## config.mk

```make
export PLATFORM = sky130hd
export DESIGN_NAME = simulation_pwm
export DESIGN_NICKNAME = d
export VERILOG_FILES = /design/src/rtl/simulation_pkg.sv /design/src/rtl/simulation_pwm_core.sv /design/src/rtl/simulation_pwm.sv
export SDC_FILE = /design/constraint.sdc
export NUM_CORES = 1
export LEC_CHECK = 0
export CAP_MARGIN = 25
export CORE_AREA = 2 2 39 41
export DETAILED_ROUTE_END_ITERATION = 6
export DIE_AREA = 0 0 41 43
export PLACE_DENSITY = 0.58
export SLEW_MARGIN = 20
export SYNTH_ARGS = -nofsm -noshare
export SYNTH_HDL_FRONTEND = slang
export SYNTH_SLANG_ARGS = --single-unit
```

## constraint.sdc

```tcl
create_clock -name clk -period 1.6 [get_ports clk]
set_input_delay 0.32 -clock clk [delete_from_list [all_inputs] [get_ports clk]]
set_output_delay 0.32 -clock clk [all_outputs]
set_load 0.01 [all_outputs]
```

## src/rtl/simulation_pkg.sv

```systemverilog
// -----------------------------------------------------------------------------
// simulation_pkg
// Shared types, default parameter values and a width helper for the
// simulation_pwm heartbeat / PWM generator.
//   state_e      : top-level sequencing states (start-up wait, free run)
//   DEF_*        : default PERIOD / HIGH_CYCLES / START_DELAY
//   clog2_min1() : counter width for values 0..value-1, never below 1 bit
// -----------------------------------------------------------------------------
package simulation_pkg;

  typedef enum logic {
    ST_WAIT = 1'b0,
    ST_RUN  = 1'b1
  } state_e;

  localparam int DEF_PERIOD      = 10;
  localparam int DEF_HIGH_CYCLES = 5;
  localparam int DEF_START_DELAY = 4;

  // Width needed to hold 0..value-1; a 1-bit minimum keeps degenerate
  // parameterisations (value of 0, 1 or 2) from producing zero-width vectors.
  function automatic int clog2_min1(input int value);
    return (value <= 2) ? 1 : $clog2(value);
  endfunction

endpackage

```

## src/rtl/simulation_pwm_core.sv

```systemverilog
// -----------------------------------------------------------------------------
// simulation_pwm_core
// Phase counter and registered compare that shape the PWM waveform.
//   clk     : system clock, rising edge
//   rst     : asynchronous active-high reset (phase=0, r_o=0)
//   start_i : load phase 0 and drive the first cycle of the waveform
//   en_i    : advance the phase by one cycle (free-running mode)
//   r_o     : registered PWM output
// With neither start_i nor en_i the core simply holds its state.
// -----------------------------------------------------------------------------
module simulation_pwm_core
  import simulation_pkg::*;
#(
  parameter int PERIOD      = DEF_PERIOD,
  parameter int HIGH_CYCLES = DEF_HIGH_CYCLES
) (
  input  logic clk,
  input  logic rst,
  input  logic start_i,
  input  logic en_i,
  output logic r_o
);

  localparam int            PW         = clog2_min1(PERIOD);
  localparam logic [PW-1:0] PHASE_LAST = PW'(PERIOD - 1);
  localparam logic [31:0]   HIGH_U     = 32'(HIGH_CYCLES);

  // NOTE: declaration initialisers equal the reset values so the output is
  // never X on an FPGA or in simulation when rst is tied low.
  logic [PW-1:0] phase_q = '0;
  logic          r_q     = 1'b0;
  logic [PW-1:0] phase_d;
  logic          r_d;

  // NOTE: every signal gets a default first so no path leaves it unassigned,
  // which would otherwise infer a latch.
  always_comb begin
    phase_d = phase_q;
    r_d     = r_q;
    if (start_i) begin
      phase_d = '0;
      r_d     = (HIGH_CYCLES > 0);
    end else if (en_i) begin
      // Wrap straight from PERIOD-1 to 0 so the waveform has no gap cycle.
      phase_d = (phase_q == PHASE_LAST) ? '0 : phase_q + 1'b1;
      // 32-bit unsigned compare: HIGH_CYCLES may exceed the phase range.
      r_d     = (32'(phase_d) < HIGH_U);
    end
  end

  // NOTE: sequential state uses non-blocking assignments so every register
  // samples the pre-edge values regardless of statement order.
  always_ff @(posedge clk or posedge rst) begin
    if (rst) begin
      phase_q <= '0;
      r_q     <= 1'b0;
    end else begin
      phase_q <= phase_d;
      r_q     <= r_d;
    end
  end

  assign r_o = r_q;

endmodule

```

## src/rtl/simulation_pwm.sv

```systemverilog
// -----------------------------------------------------------------------------
// simulation_pwm
// Self-timed heartbeat: after reset release it waits START_DELAY cycles, then
// emits a PWM waveform of PERIOD cycles with HIGH_CYCLES cycles high.
//   clk : system clock, rising edge
//   rst : asynchronous active-high reset; may be tied 0
//   r   : registered PWM output
// The top holds the start-up delay counter and the WAIT/RUN sequencer; the
// waveform itself comes from simulation_pwm_core.
// -----------------------------------------------------------------------------
module simulation_pwm
  import simulation_pkg::*;
#(
  parameter int PERIOD      = DEF_PERIOD,
  parameter int HIGH_CYCLES = DEF_HIGH_CYCLES,
  parameter int START_DELAY = DEF_START_DELAY
) (
  input  logic clk,
  input  logic rst,
  output logic r
);

  if (PERIOD < 1) begin : g_bad_period
    $error("simulation_pwm: PERIOD must be >= 1");
  end

  localparam int            DW         = clog2_min1(START_DELAY + 1);
  localparam logic [DW-1:0] DELAY_LAST = (START_DELAY == 0) ? '0 : DW'(START_DELAY - 1);

  state_e        state_q     = ST_WAIT;
  logic [DW-1:0] delay_cnt_q = '0;
  logic          wait_done;
  logic          core_start;
  logic          core_en;

  // With no start-up delay the very first edge after release enters RUN.
  assign wait_done  = (START_DELAY == 0) || (delay_cnt_q == DELAY_LAST);
  assign core_start = (state_q == ST_WAIT) && wait_done;
  assign core_en    = (state_q == ST_RUN);

  always_ff @(posedge clk or posedge rst) begin
    if (rst) begin
      state_q     <= ST_WAIT;
      delay_cnt_q <= '0;
    end else begin
      case (state_q)
        ST_WAIT: begin
          // The counter stops at its terminal value rather than overshooting.
          if (wait_done) state_q <= ST_RUN;
          else           delay_cnt_q <= delay_cnt_q + 1'b1;
        end
        ST_RUN:  state_q <= ST_RUN;
        default: state_q <= ST_WAIT;
      endcase
    end
  end

  simulation_pwm_core #(
    .PERIOD      (PERIOD),
    .HIGH_CYCLES (HIGH_CYCLES)
  ) u_core (
    .clk     (clk),
    .rst     (rst),
    .start_i (core_start),
    .en_i    (core_en),
    .r_o     (r)
  );

endmodule

```

==> results of run 1 <==
==> layer usage <==
metal  part of all wire [%]  up-vias  GRT usage (%)
met4                   0.60        0          4.000
met2                     46        1          13.44
met3                    1.7        2          4.712
li1                       -      158              -
met1                     51      128          18.98
met5                      0        -              0
==> cells in the mapped netlist <==
library cell                n  share of area [%]
sky130_fd_sc_hd__inv_2      1               0.85
sky130_fd_sc_hd__a21oi_1    1                1.1
sky130_fd_sc_hd__o31ai_1    2                3.4
sky130_fd_sc_hd__ha_1       4                 11
sky130_fd_sc_hd__nand3_2    1                2.3
sky130_fd_sc_hd__nor2_2     1                1.4
sky130_fd_sc_hd__a22o_2     1                2.3
sky130_fd_sc_hd__dfrtp_1    9                 51
sky130_fd_sc_hd__nand3_1    1                1.1
sky130_fd_sc_hd__a311oi_1   1                2.0
sky130_fd_sc_hd__nand2_1    3                2.6
sky130_fd_sc_hd__o2111ai_1  1                2.0
sky130_fd_sc_hd__nor2_1     3                2.6
sky130_fd_sc_hd__a21o_2     1                2.0
sky130_fd_sc_hd__inv_1      6                5.1
sky130_fd_sc_hd__o32ai_1    1                2.0
sky130_fd_sc_hd__mux2_4     1                3.4
sky130_fd_sc_hd__xor2_1     1                2.0
sky130_fd_sc_hd__o21ai_0    1                1.1
==> cell families (layout without fill, tap and decap cells) <==
kind of cell / after synthesis / count (layout) / synth area share, %
adder cells (fa/ha/maj): 4 / 4 / 11.40
XOR/XNOR: 1 / 1 / 1.995
AO/OA/AOI/OAI: 9 / 9 / 15.95
multiplexers: 1 / 1 / 3.418
AND/OR/NAND/NOR: 9 / 9 / 9.971
buffers and inverters: 7 / 15 / 5.982
flip-flops: 9 / 9 / 51.28
==> path summary, 6_finish.rpt <==
check | endpoint | from | cells after the start
max | r | u_core.r_o | 1
min | delay_cnt_q[1] | rst | 2
max reg2reg | u_core.r_o | delay_cnt_q[0] | 7
min reg2reg | delay_cnt_q[0] | delay_cnt_q[0] | 1
max in group asynchronous | u_core.r_o | rst | 2
min in group clk | delay_cnt_q[0] | delay_cnt_q[0] | 1
==> registers in the layout, indices dropped and copies added, names as in the netlist <==
signal	count
core_en	1
delay_cnt_q	3
u_core.phase_q	4
u_core.r_o	1
==> worst reg2reg max path: stages (launching register included) <==
cell	delay (ps)
sky130_fd_sc_hd__dfrtp_1	390
sky130_fd_sc_hd__ha_1	210
sky130_fd_sc_hd__ha_1	180
sky130_fd_sc_hd__nor2_2	140
sky130_fd_sc_hd__buf_4	160
sky130_fd_sc_hd__inv_2	40
sky130_fd_sc_hd__nor2_1	80
sky130_fd_sc_hd__a311oi_1	60
==> power groups by stage <==
stage	clock network [µW]	registers (µW)	logic, µW
finish	166	228	6.75
global route	190	227	8.51
CTS	175	228	7.21
detailed placement	0	232	7.21
global placement	0	232	7.13
floorplan	0	232	3.53
==> layout by cell type, fill, tap and decap left out <==
cell and count:
sky130_fd_sc_hd__dfrtp_1 9, sky130_fd_sc_hd__inv_1 6, sky130_fd_sc_hd__ha_1 4, sky130_fd_sc_hd__nor2_1 3
sky130_fd_sc_hd__nand2_1 3, sky130_fd_sc_hd__clkbuf_4 3, sky130_fd_sc_hd__o31ai_1 2, sky130_fd_sc_hd__clkdlybuf4s50_1 2
sky130_fd_sc_hd__buf_4 2, sky130_fd_sc_hd__nor2_2 1, sky130_fd_sc_hd__nand3_2 1, sky130_fd_sc_hd__o2111ai_1 1
sky130_fd_sc_hd__a21o_2 1, sky130_fd_sc_hd__a21oi_1 1, sky130_fd_sc_hd__nand3_1 1, sky130_fd_sc_hd__o21ai_0 1
sky130_fd_sc_hd__inv_2 1, sky130_fd_sc_hd__a311oi_1 1, sky130_fd_sc_hd__mux2_4 1, sky130_fd_sc_hd__o32ai_1 1
sky130_fd_sc_hd__a22o_2 1, sky130_fd_sc_hd__xor2_1 1, sky130_fd_sc_hd__clkbuf_1 1
==> cell type report <==
class / instances / area share (%)
well taps: 16 / 3.846
inverters: 7 / 5.048
multi-input cells: 24 / 36.06
repair buffers: 4 / 6.731
flip-flops and latches: 9 / 43.27
clock buffers: 4 / 5.048
==> metrics by stage <==
stage	setup slack [ps]	area (µm²)	power, µW	utilization, %	std cells
after floorplan	162.9	439.2	235.3	-	40
after detailed placement	214.7	494.2	239.0	35.71	60
after CTS	146.6	520.5	410.2	37.61	64
after global routing	5.250	520.5	426.0	37.61	64
final	160.9	520.5	400.2	37.61	64
after global placement	250.5	494.2	238.9	35.71	60
==> Flow_metrics.wiki, run 1 <==
{| class="wikitable"
! Metric !! Value
|-
| Total Die Area || 1763 µm²
|-
| Sum of negative setup slack || 0 ps
|-
| CTS Root Cell || sky130_fd_sc_hd__clkbuf_4
|-
| Mean routed wirelength per cell || 10.39 µm
|-
| Synthesis-to-finish area growth || 18.52%
|-
| Number of global-route vias before repair || 304
|-
| Number of library cell types mapped by synthesis || 19
|-
| Post-route clock skew || 0.2292 ps
|-
| Routed WL || 665 µm
|-
| Worst path required time || 1280 ps
|-
| Worst-path cell chain || clkdlybuf4s50_1
|-
| GRT Residual Overflow || 0
|-
| Antenna diode count || 0
|-
| Reported net switching power || 74.77 µW
|-
| Maxcap violations || 0
|-
| Fin crit share || 89.94%
|-
| Total power divided by cell area || 768.9 nW/µm²
|-
| Kind of critical path || flop to output pin
|-
| Level count of the clock H-tree || 1
|-
| DRC || 0
|-
| Ports || 3
|-
| Setup violations, final || 0
|-
| Area of the placeable core || 1384 µm²
|-
| Largest stage delay on the critical path || 530 ps
|-
| Drt initial violations || 4
|-
| Slowest stage cell on the critical path || sky130_fd_sc_hd__clkdlybuf4s50_1
|-
| Antenna-violating nets left || 0
|-
| Register-to-Register Setup Slack || 200 ps
|-
| Final Critical Period || 1439 ps
|-
| CP Capture Type || output pin
|-
| Netlist Area Pre-Place || 439.2 µm²
|-
| Area of combinational cells with multiple inputs || 187.7 µm²
|-
| Status || completed
|-
| Worst vdd rail ir drop || 0.3718 mV
|-
| Min Hold Slack || 330.4 ps
|-
| Number of nets in the layout || 55
|-
| IO buf count || 2
|-
| Element type at the critical path start || flop
|-
| Clock Pin Slew Worst Setup and Hold Paths || 60 ps
|-
| Total area of sequential cells || 225.2 µm²
|-
| Effective utilization at floorplan || 31.74%
|-
| Relative contribution of the clock network to total power || 41.4%
|-
| Die width || 41 µm
|-
| Clock Sink Count || 9
|-
| Family with the most delay on the worst path || buffers and inverters
|-
| Layout fillers || 147
|-
| Buffers plus inverters on the worst setup path || 1
|-
| Largest net degree at the start of global routing || 10
|-
| Normalized max-slew margin || 75.21%
|-
| Initial antenna violation count || 0
|-
| Cell-internal power || 325.4 µW
|-
| Critical path data arrival time || 1120 ps
|-
| Synth Net Count || 46
|-
| CTS tree || built
|-
| Min-delay worst type || input pin to async pin
|-
| Number of standard cells after synthesis || 40
|-
| Slew at the pin with the worst max-slew slack || 368.0 ps
|-
| Row count || 14
|-
| Static Leakage || 0.0002438 µW
|-
| Global-route wire length before repair || 1352 µm
|-
| Logic gate share of total power || 1.7%
|-
| Top fanout value on the critical path || 2
|-
| GP Congestion || 0.7475
|-
| Post-detailed-route via-to-cell ratio || 4.516
|-
| Die height || 43 µm
|-
| Part of the total power dissipated in sequential elements || 56.9%
|-
| Setup repair after global routing missed its margin || no
|-
| Resized cells post-CTS || 0
|-
| Count of TritonRoute iterations in the first routing pass || 2
|-
| DP Wirelength || 495.6 µm
|-
| GRT Util Overall || 11.63%
|-
| Sequential fraction of the synthesis area || 51.28%
|-
| Clk Latency, worst-skew pair || 250 ps
|-
| Number of hold violations in the final report || 0
|-
| Count of state elements after synthesis || 9
|-
| Share of post-route cells with drive strength above 1 || 22.92%
|-
| Synth warnings || 0
|-
| Slew Viols, Final || 0
|-
| Max frequency || 694.9 MHz
|-
| Switching Share || 18.68%
|-
| # hold bufs at CTS || 0
|-
| Maximum root-to-sink buffer count || 2
|-
| Number of CTS-inserted buffers || 3
|-
| Average cell area after synthesis || 10.98 µm²
|-
| Post-CTS Setup Inserts || 0
|-
| Detailed-route via count || 289
|}
(Power assumes the default switching activity.)
==> inputs of run 2 (changes only) <==
Settings changed: CAP_MARGIN 25 to 20.
==> results of run 2 <==
No change in the layout: final DEF, timing and power equal those of run 1.
